$ cat src/rtl/sar_controller.sv
// Successive-approximation ADC control FSM.
// Samples ain onto vip and walks a binary-search trial code on vin, MSB first.
// Each trial is held for SETTLE_CYCLES idle cycles before one comp_req pulse.
// The result bit is taken when comp_done arrives.
// A missing comp_done aborts the conversion after TIMEOUT_CYCLES WAIT cycles.
//
// Handshake: comp_req is a single-cycle request (initiator side). The
// comparator answers with comp_done=1 for one cycle, and comp_result is
// valid in that same cycle. comp_done is only acted on in WAIT, so a
// stale or early comp_done seen in IDLE/SETTLE has no effect.
module sar_controller #(
    parameter int N_BITS         = 12,
    parameter int SETTLE_CYCLES  = 2,
    parameter int TIMEOUT_CYCLES = 15
) (
    input  logic              clk,
    input  logic              rst,
    input  logic              start,
    input  logic [N_BITS-1:0] ain,
    output logic [N_BITS-1:0] vip,
    output logic [N_BITS-1:0] vin,
    output logic              comp_req,
    input  logic              comp_result,
    input  logic              comp_done,
    output logic              busy,
    output logic [N_BITS-1:0] data_out,
    output logic              data_valid,
    output logic              timeout_err,
    output logic [1:0]        dbg_state
);

    localparam int IDX_W = (N_BITS > 1) ? $clog2(N_BITS) : 1;
    localparam int ST_W  = (SETTLE_CYCLES > 0) ? $clog2(SETTLE_CYCLES + 1) : 1;
    localparam int TO_W  = $clog2(TIMEOUT_CYCLES + 1);

    localparam logic [1:0] S_IDLE   = 2'd0;
    localparam logic [1:0] S_SETTLE = 2'd1;
    localparam logic [1:0] S_WAIT   = 2'd2;

    localparam logic [N_BITS-1:0] MSB_CODE = {1'b1, {(N_BITS-1){1'b0}}};

    logic [1:0]        state_q,       state_d;
    logic [N_BITS-1:0] vip_q,         vip_d;
    logic [N_BITS-1:0] vin_q,         vin_d;
    logic [IDX_W-1:0]  idx_q,         idx_d;
    logic [ST_W-1:0]   settle_q,      settle_d;
    logic [TO_W-1:0]   to_q,          to_d;
    logic              comp_req_q,    comp_req_d;
    logic              busy_q,        busy_d;
    logic [N_BITS-1:0] data_out_q,    data_out_d;
    logic              data_valid_q,  data_valid_d;
    logic              timeout_err_q, timeout_err_d;

    // Helpers: trial code with the current bit decided, next index, next wait count.
    logic [N_BITS-1:0] vin_decided;
    logic [IDX_W-1:0]  idx_m1;
    logic [TO_W-1:0]   to_inc;

    // Next-state and output computation for the SAR sequence.
    always_comb begin
        state_d       = state_q;
        vip_d         = vip_q;
        vin_d         = vin_q;
        idx_d         = idx_q;
        settle_d      = settle_q;
        to_d          = to_q;
        comp_req_d    = 1'b0;
        busy_d        = busy_q;
        data_out_d    = data_out_q;
        data_valid_d  = 1'b0;
        timeout_err_d = timeout_err_q;

        vin_decided         = vin_q;
        vin_decided[idx_q]  = comp_result;
        idx_m1              = idx_q - IDX_W'(1);
        to_inc              = to_q + TO_W'(1);

        case (state_q)
            S_IDLE: begin
                if (start) begin
                    vip_d         = ain;
                    vin_d         = MSB_CODE;
                    idx_d         = IDX_W'(N_BITS - 1);
                    settle_d      = ST_W'(SETTLE_CYCLES);
                    busy_d        = 1'b1;
                    timeout_err_d = 1'b0;
                    state_d       = S_SETTLE;
                end
            end
            S_SETTLE: begin
                if (settle_q != '0) begin
                    settle_d = settle_q - ST_W'(1);
                end else begin
                    comp_req_d = 1'b1;
                    to_d       = '0;
                    state_d    = S_WAIT;
                end
            end
            S_WAIT: begin
                if (comp_done) begin
                    if (idx_q != '0) begin
                        vin_d         = vin_decided;
                        vin_d[idx_m1] = 1'b1;
                        idx_d         = idx_m1;
                        settle_d      = ST_W'(SETTLE_CYCLES);
                        state_d       = S_SETTLE;
                    end else begin
                        // vin keeps the final code after completion.
                        vin_d        = vin_decided;
                        data_out_d   = vin_decided;
                        data_valid_d = 1'b1;
                        busy_d       = 1'b0;
                        state_d      = S_IDLE;
                    end
                end else begin
                    to_d = to_inc;
                    if (to_inc == TO_W'(TIMEOUT_CYCLES)) begin
                        timeout_err_d = 1'b1;
                        busy_d        = 1'b0;
                        state_d       = S_IDLE;
                    end
                end
            end
            default: begin
                state_d = S_IDLE;
            end
        endcase
    end

    // State registers with asynchronous active-low reset.
    always_ff @(posedge clk or negedge rst) begin
        if (!rst) begin
            state_q       <= S_IDLE;
            vip_q         <= '0;
            vin_q         <= '0;
            idx_q         <= '0;
            settle_q      <= '0;
            to_q          <= '0;
            comp_req_q    <= 1'b0;
            busy_q        <= 1'b0;
            data_out_q    <= '0;
            data_valid_q  <= 1'b0;
            timeout_err_q <= 1'b0;
        end else begin
            state_q       <= state_d;
            vip_q         <= vip_d;
            vin_q         <= vin_d;
            idx_q         <= idx_d;
            settle_q      <= settle_d;
            to_q          <= to_d;
            comp_req_q    <= comp_req_d;
            busy_q        <= busy_d;
            data_out_q    <= data_out_d;
            data_valid_q  <= data_valid_d;
            timeout_err_q <= timeout_err_d;
        end
    end

    assign vip         = vip_q;
    assign vin         = vin_q;
    assign comp_req    = comp_req_q;
    assign busy        = busy_q;
    assign data_out    = data_out_q;
    assign data_valid  = data_valid_q;
    assign timeout_err = timeout_err_q;
    assign dbg_state   = state_q;

endmodule

$ cat config.mk
export PLATFORM = sky130hd
export DESIGN_NAME = sar_controller
export DESIGN_NICKNAME = d
export VERILOG_FILES = /design/src/rtl/sar_controller.sv
export SDC_FILE = /design/constraint.sdc
export NUM_CORES = 1
export LEC_CHECK = 0
export ABC_AREA = 1
export CORE_UTILIZATION = 57
export CTS_BUF_LIST = sky130_fd_sc_hd__clkbuf_4 sky130_fd_sc_hd__clkbuf_8 sky130_fd_sc_hd__clkbuf_16
export DETAILED_ROUTE_END_ITERATION = 16
export DONT_BUFFER_PORTS = 1
export PLACE_DENSITY_LB_ADDON = 0.15
export SLEW_MARGIN = 30
export SYNTH_ARGS = -nofsm -noshare
export SYNTH_HDL_FRONTEND = slang
export SYNTH_SLANG_ARGS = --single-unit
export TNS_END_PERCENT = 10
$ cat constraint.sdc
create_clock -name clk -period 2.65 [get_ports clk]
set_clock_uncertainty 0.2 [all_clocks]
set_input_delay 0.3975 -clock clk [delete_from_list [all_inputs] [get_ports clk]]
set_output_delay 0.3975 -clock clk [all_outputs]
set_load 0.1 [all_outputs]
; ---- Word level (Yosys, flattened, before mapping)
; Cells that the tools add are included.
[word_totals]
reg_bits = 52
in_bits = 17
output_inout_bits = 42
word_cells = 90
[classes]
n_addsub = 3
n_lt_le_gt_ge = 4
eq_ne = 12
n_mux = 41
bitwise = 2
n_reduce_logical = 17
[op_table]
columns = op, count
row1 = 12-bit 2-to-1 mux, 3
row2 = 12-bit case mux with 2 select lines, 1
row3 = 4-bit 2-to-1 mux, 5
row4 = 2-bit 2-to-1 mux, 8
row5 = 4-bit case mux with 2 select lines, 2
row6 = 1-bit 2-to-1 mux, 15
row7 = "2-bit != test, second input constant", 7
row8 = 12-bit bitwise mux, 1
row9 = 12-bit OR, 1
row10 = 2-bit case mux with 3 select lines, 2
row11 = 3-bit AND reduction, 4
row12 = 4-bit AND reduction, 3
row13 = "4-bit by 5-bit < comparator with 1-bit output, second input constant", 2
row14 = 1-bit demux with 4-bit select, 2
row15 = "4-bit by 1-bit greater-or-equal comparator with 1-bit output, second input constant", 2
row16 = "3-bit != test, second input constant", 2
row17 = 2-bit nonzero test, 3
row18 = 5-bit AND reduction, 1
row19 = "4-bit by 1-bit adder with 4-bit output, second input constant", 1
row20 = "4-bit equality test, second input constant", 1
row21 = 1-bit case mux with 2 select lines, 2
row22 = 4-bit nonzero test, 1
row23 = "4-bit by 1-bit subtractor with 4-bit output, second input constant", 1
row24 = 3-bit nonzero test, 1
row25 = 7 further kinds, 8

; ---- Depth between registers and ports, before layout
[depth]
word_depth = 9
mapped_depth = 10

; ---- Worst setup path before layout
; No wires, ideal clock.
[synth_timing]
path_kind = reg2reg
start = register state_q[1], in the netlist dbg_state[1]
end = register data_out_q[4], in the netlist data_out[4]
arrival_ps = 1778
setup_slack_ps = 547
stages_incl_launch_ff = 9
n_path_buf = 1
path_cell_list = dfrtp_1 -> nand2_2 -> nor2_4 -> inv_2 -> nor2_8 -> inv_2 -> buf_6 -> nand2_1 -> o21ai_1
[synth_via]
elab_chain_cells = 2
[synth_lines]
columns = item, line_no
row1 = start: declaration, 42  ; logic [1:0] state_q, state_d;
row2 = start signal: assignment, 145  ; state_q <= state_d;
row3 = 2-bit equality test, 78  ; case (state_q)
row4 = 3-bit AND reduction (no source line), -
row5 = end signal: assignment, 153  ; data_out_q <= data_out_d;
row6 = end: declaration, 50  ; logic [N_BITS-1:0] data_out_q, data_out_d;
; No other way between the ends.
; A chain may end at the register's enable or synchronous reset.

; ---- Worst setup path after layout
[layout_timing]
start = register idx_q[0]
end = register vin_q[10], in the netlist vin[10]
[layout_via]
elab_chain_cells = 9
word_cells_on_any_way = 17
classes_between = add/sub (1) / order compare (4) / mux (8) / bitwise (1) / reduce/logical (3)
[layout_lines]
columns = item, line_no
row1 = start: declaration, 45  ; logic [IDX_W-1:0] idx_q, idx_d;
row2 = start signal: assignment, 148  ; idx_q <= idx_d;
row3 = "4-bit by 1-bit subtractor with 4-bit output, or another cell as far along", 75  ; idx_m1 = idx_q - IDX_W'(1);
row4 = "4-bit by 5-bit < comparator with 1-bit output (implied by the code), or another cell as far along", 103  ; vin_d[idx_m1] = 1'b1;
row5 = 1-bit logical AND (implied by the code) or 1-bit 2-to-1 mux (tied branches), "103, 74"
row6 = 1-bit 2-to-1 mux (implied by the code) or 1-bit demux with 4-bit select (tied branches), "103, 74"
row7 = 1-bit demux with 4-bit select or 12-bit bitwise mux (tied branches), "103, 74"
row8 = 12-bit OR (no source line), -
row9 = 12-bit 2-to-1 mux (*), 101  ; if (idx_q != '0) begin
row10 = 12-bit 2-to-1 mux (*), 100  ; if (comp_done) begin
row11 = 12-bit case mux with 2 select lines (*), 78
row12 = end signal: assignment, 147  ; vin_q <= vin_d;
row13 = end: declaration, 44  ; logic [N_BITS-1:0] vin_q, vin_d;
; Mark *: on every way between the ends. The rest lies on a longest branch, timed or not. The select of a mux whose other input is x is not followed.

==> qor.json <==
{
  "outcome": {
    "status": "completed"
  },
  "cells_and_area": {
    "final.fill_count": 344,
    "finalInstanceArea_um2": 3022,
    "post_route_cells_drive_above_1_share": 0.1356,
    "nets": 381,
    "final-instance-count-excl-fill": 406,
    "finish.utilization": 0.6845,
    "antennaDiodeCount": 0,
    "area_delta_synth_final_pct": 13.59
  },
  "flow_run": {
    "number_of_violations_of_the_max_capacitance_limit": 0
  },
  "hold_path": {
    "hold_path_depth": 2,
    "min_delay_worst_type": "primary input to flip-flop"
  },
  "detailed_routing": {
    "drt_first_iter_violations": 111,
    "overall_via_count_from_detail_route": 2095,
    "wl_per_cell_um": 13.13,
    "route.detailed.drc": 0,
    "via_per_inst": 5.160,
    "dr.pass1.iters": 4,
    "ant_nets": 0,
    "routed_wirelength_mm": 5.329
  },
  "floorplanning": {
    "floorplan.die.width_um": 70.32,
    "num_rows": 24,
    "dieArea_um2": 4944,
    "floorplan.initialDensity": 0.6026,
    "core_region_area_um2": 4414,
    "number_of_top_level_pins": 59,
    "die_y_um": 70.32
  },
  "cts": {
    "cts_root_buffer": "clkbuf_8",
    "clk_pin_slew_ns": 0.10,
    "sink_count": 52,
    "cts.path.max_buffers": 2,
    "cts_made_buffers": 5,
    "clock_latency_ns": 0.31,
    "htree_num_levels": 2,
    "cts_tree": "done",
    "cts.repair_timing.setup_buffer_count": 0
  },
  "synthesis": {
    "synthDominantAreaCellType": "dfrtp_1",
    "synth_seq_cells": 52,
    "post_synth.cell_area_avg_um2": 8.160,
    "netlist_top_cells_area": "dfrtp_1 49%, nand2_1 19%, ha_1 5.2%",
    "synth.distinct_cells": 26,
    "mappedNetlistArea_um2": 2660,
    "yosysWarningCount": 0,
    "synth_net_count": 354,
    "synthArstFlopShare": 1.000,
    "yosysSeqAreaShare": 0.4892,
    "ys.flop_type": "dfrtp_1",
    "number_of_synthesized_flops_with_an_enable_pin": 0,
    "netlist.area_leader.share": 0.4892,
    "synth_cells": 326
  },
  "global_route": {
    "grt_first_pass_wirelength_mm": 9.197,
    "grt_antenna_before_repair": 0,
    "grt.overflow.total": 0,
    "grt_pass1_vias": 1977,
    "gr-usage-all-layers": 0.2393,
    "grt_max_degree": 53
  },
  "sta": {
    "setup_repair_after_global_routing_missed_its_margin": "no",
    "finalWorstPathRequiredPeriod_ns": 1.965,
    "timing_worst_slew_pin_value_ns": 0.9240,
    "fin_worst_hold_slack_ns": 0.01828,
    "maximum_clock_rate_ghz": 0.5088,
    "timing.setup.tns_ns": 0,
    "final.period_utilization": 0.7416,
    "report.final.slew_viol_count": 0,
    "relSlewSlack": 0.3840,
    "report.final.setup_viol": 0,
    "final_hold_viol_count": 0
  },
  "power": {
    "worst_ir_drop_vdd_mv": 1.094,
    "power.density_nw_per_um2": 1152,
    "p_leak_uw": 0.001672
  },
  "worst_setup_path": {
    "timing.critical_path.cells": "inv_1, ha_1, nand2_4, inv_1, nor2_1, nand2_1, nand2_1, nand2_1, nand2_1",
    "slowest_cell_on_the_critical_path": "dfrtp_1",
    "crit_path_frequent_cell": "nand2_1",
    "arrival_ns": 2.02,
    "startpoint_type": "flip-flop",
    "timing.critical_path.max_delay_family": "simple AND/OR/NAND/NOR gates",
    "worstSetupPathType": "flip-flop to flip-flop",
    "worst_setup_path_end_kind": "flip-flop",
    "cp_max_fo": 7,
    "critical_path_buf_inv_count": 2,
    "worst_path_largest_cell_delay_ns": 0.47,
    "reg2reg_path_depth": 9,
    "worst_ep_required_time_ns": 2.71,
    "number_of_stages_on_the_worst_setup_path": 9
  },
  "placed_design": {
    "place_inst": 384,
    "io_buffers": 0,
    "finalWeightedCongestion": 0.8568,
    "place_area_um2": 2769,
    "dpl_wire_length_mm": 3.697
  }
}
final timing paths:
path | slack [ns] | startpoint | endpoint
worst max register to register | 0.68 | idx_q[0]$_DFFE_PN0P_ | vin[10]$_DFFE_PN0P_
worst max-delay path | 0.68 | idx_q[0]$_DFFE_PN0P_ | vin[10]$_DFFE_PN0P_
min in group asynchronous | 0.41 | rst | data_out[2]$_DFFE_PN0P_
worst min register to register | 0.31 | settle_q[0]$_DFFE_PN0P_ | settle_q[0]$_DFFE_PN0P_
max in group asynchronous | 1.61 | rst | settle_q[1]$_DFFE_PN0P_
worst min-delay path | 0.02 | comp_result | data_out[0]$_DFFE_PN0P_
final cells by class:
type / instances / area [µm²] / share of cell area
Inverter: 31 / 116.4 / 0.03851
Clock inverter: 3 / 26.28 / 0.008696
Sequential cell: 52 / 1301 / 0.4306
Tap cell: 52 / 65.06 / 0.02153
Timing Repair Buffer: 28 / 262.8 / 0.08696
Multi-Input combinational cell: 235 / 1181 / 0.3909
Clock buffer: 5 / 68.82 / 0.02277
cells in the mapped netlist, drive strengths merged (2+ instances only):
library cell,count
a21oi,13
a22oi,2
buf,6
clkbuf,2
dfrtp,52
ha,11
inv,31
nand2,142
nand3,16
nor2,28
o21ai,18
cell families (layout without fill, tap and decap cells):
logic type      Yosys count  after routing  synth area share
flops                    52             52            0.4892
buf+inv                  39             67           0.06679
xor+xnor                  1              1          0.006116
fa+ha+maj                11             11           0.05174
simple gates            188            188            0.3057
compound gates           35             35           0.08043
power by group:
| group | internal [µW] | switching [µW] | leakage [µW] |
|---|---|---|---|
| Sequential | 959 | 952 | 0.000664 |
| Clock | 193 | 282 | 0.0000487 |
| Combinational | 296 | 799 | 0.000959 |
| Total | 1450 | 2030 | 0.00167 |
layout by cell type (no fill, tap or decap):
cell type / netlist / layout
nand4_1: 1 / 1
nand3_1: 16 / 16
o21ai_1: 3 / 3
inv_6: 0 / 1
o22ai_1: 1 / 1
a22oi_1: 2 / 2
dfrtp_1: 52 / 52
dlygate4sd3_1: 0 / 13
nand2_1: 137 / 137
nor2_2: 3 / 3
xnor2_2: 1 / 1
o21bai_1: 1 / 1
inv_1: 28 / 28
nand2_4: 3 / 3
nand2_2: 2 / 2
clkinv_4: 0 / 2
nor2_1: 21 / 21
nor2_4: 2 / 2
nor2_8: 2 / 2
o21ai_2: 8 / 8
buf_4: 0 / 14
clkbuf_8: 0 / 5
or2_2: 1 / 1
ha_1: 11 / 11
buf_16: 0 / 1
inv_2: 3 / 3
a21oi_1: 13 / 13
o21ai_0: 7 / 7
metrics by stage:
| stage | total power, µW | setup WS (ns) |
|---|---|---|
| after detailed placement | 2984 | 0.7050 |
| final | 3482 | 0.6847 |
| after global placement | 2964 | 0.7466 |
| after global routing | 3667 | 0.4720 |
| after floorplan | 2759 | 0.5472 |
| after CTS | 3495 | 0.6694 |
flip-flops by register name, indices dropped and copies added (netlist names):
signal       count
busy             1
comp_req         1
data_out        12
data_valid       1
dbg_state        2
idx_q            4
settle_q         2
timeout_err      1
to_q             4
vin             12
vip             12
layer usage:
layer,vias to the layer above,part of all wire,track usage
met5,-,0,0
met4,0,0.013,0.06667
met3,7,0.048,0.06061
met2,60,0.48,0.3905
met1,960,0.45,0.3158
li1,1068,-,-
repair_timing:
| item | 4_1_cts | 5_1_grt |
|---|---|---|
| gates resized for setup | 0 | 0 |
| hold buffers | 14 | 0 |
| endpoints found under the hold margin | 64 | 0 |
No activity file was read; power rests on OpenSTA's default activity.
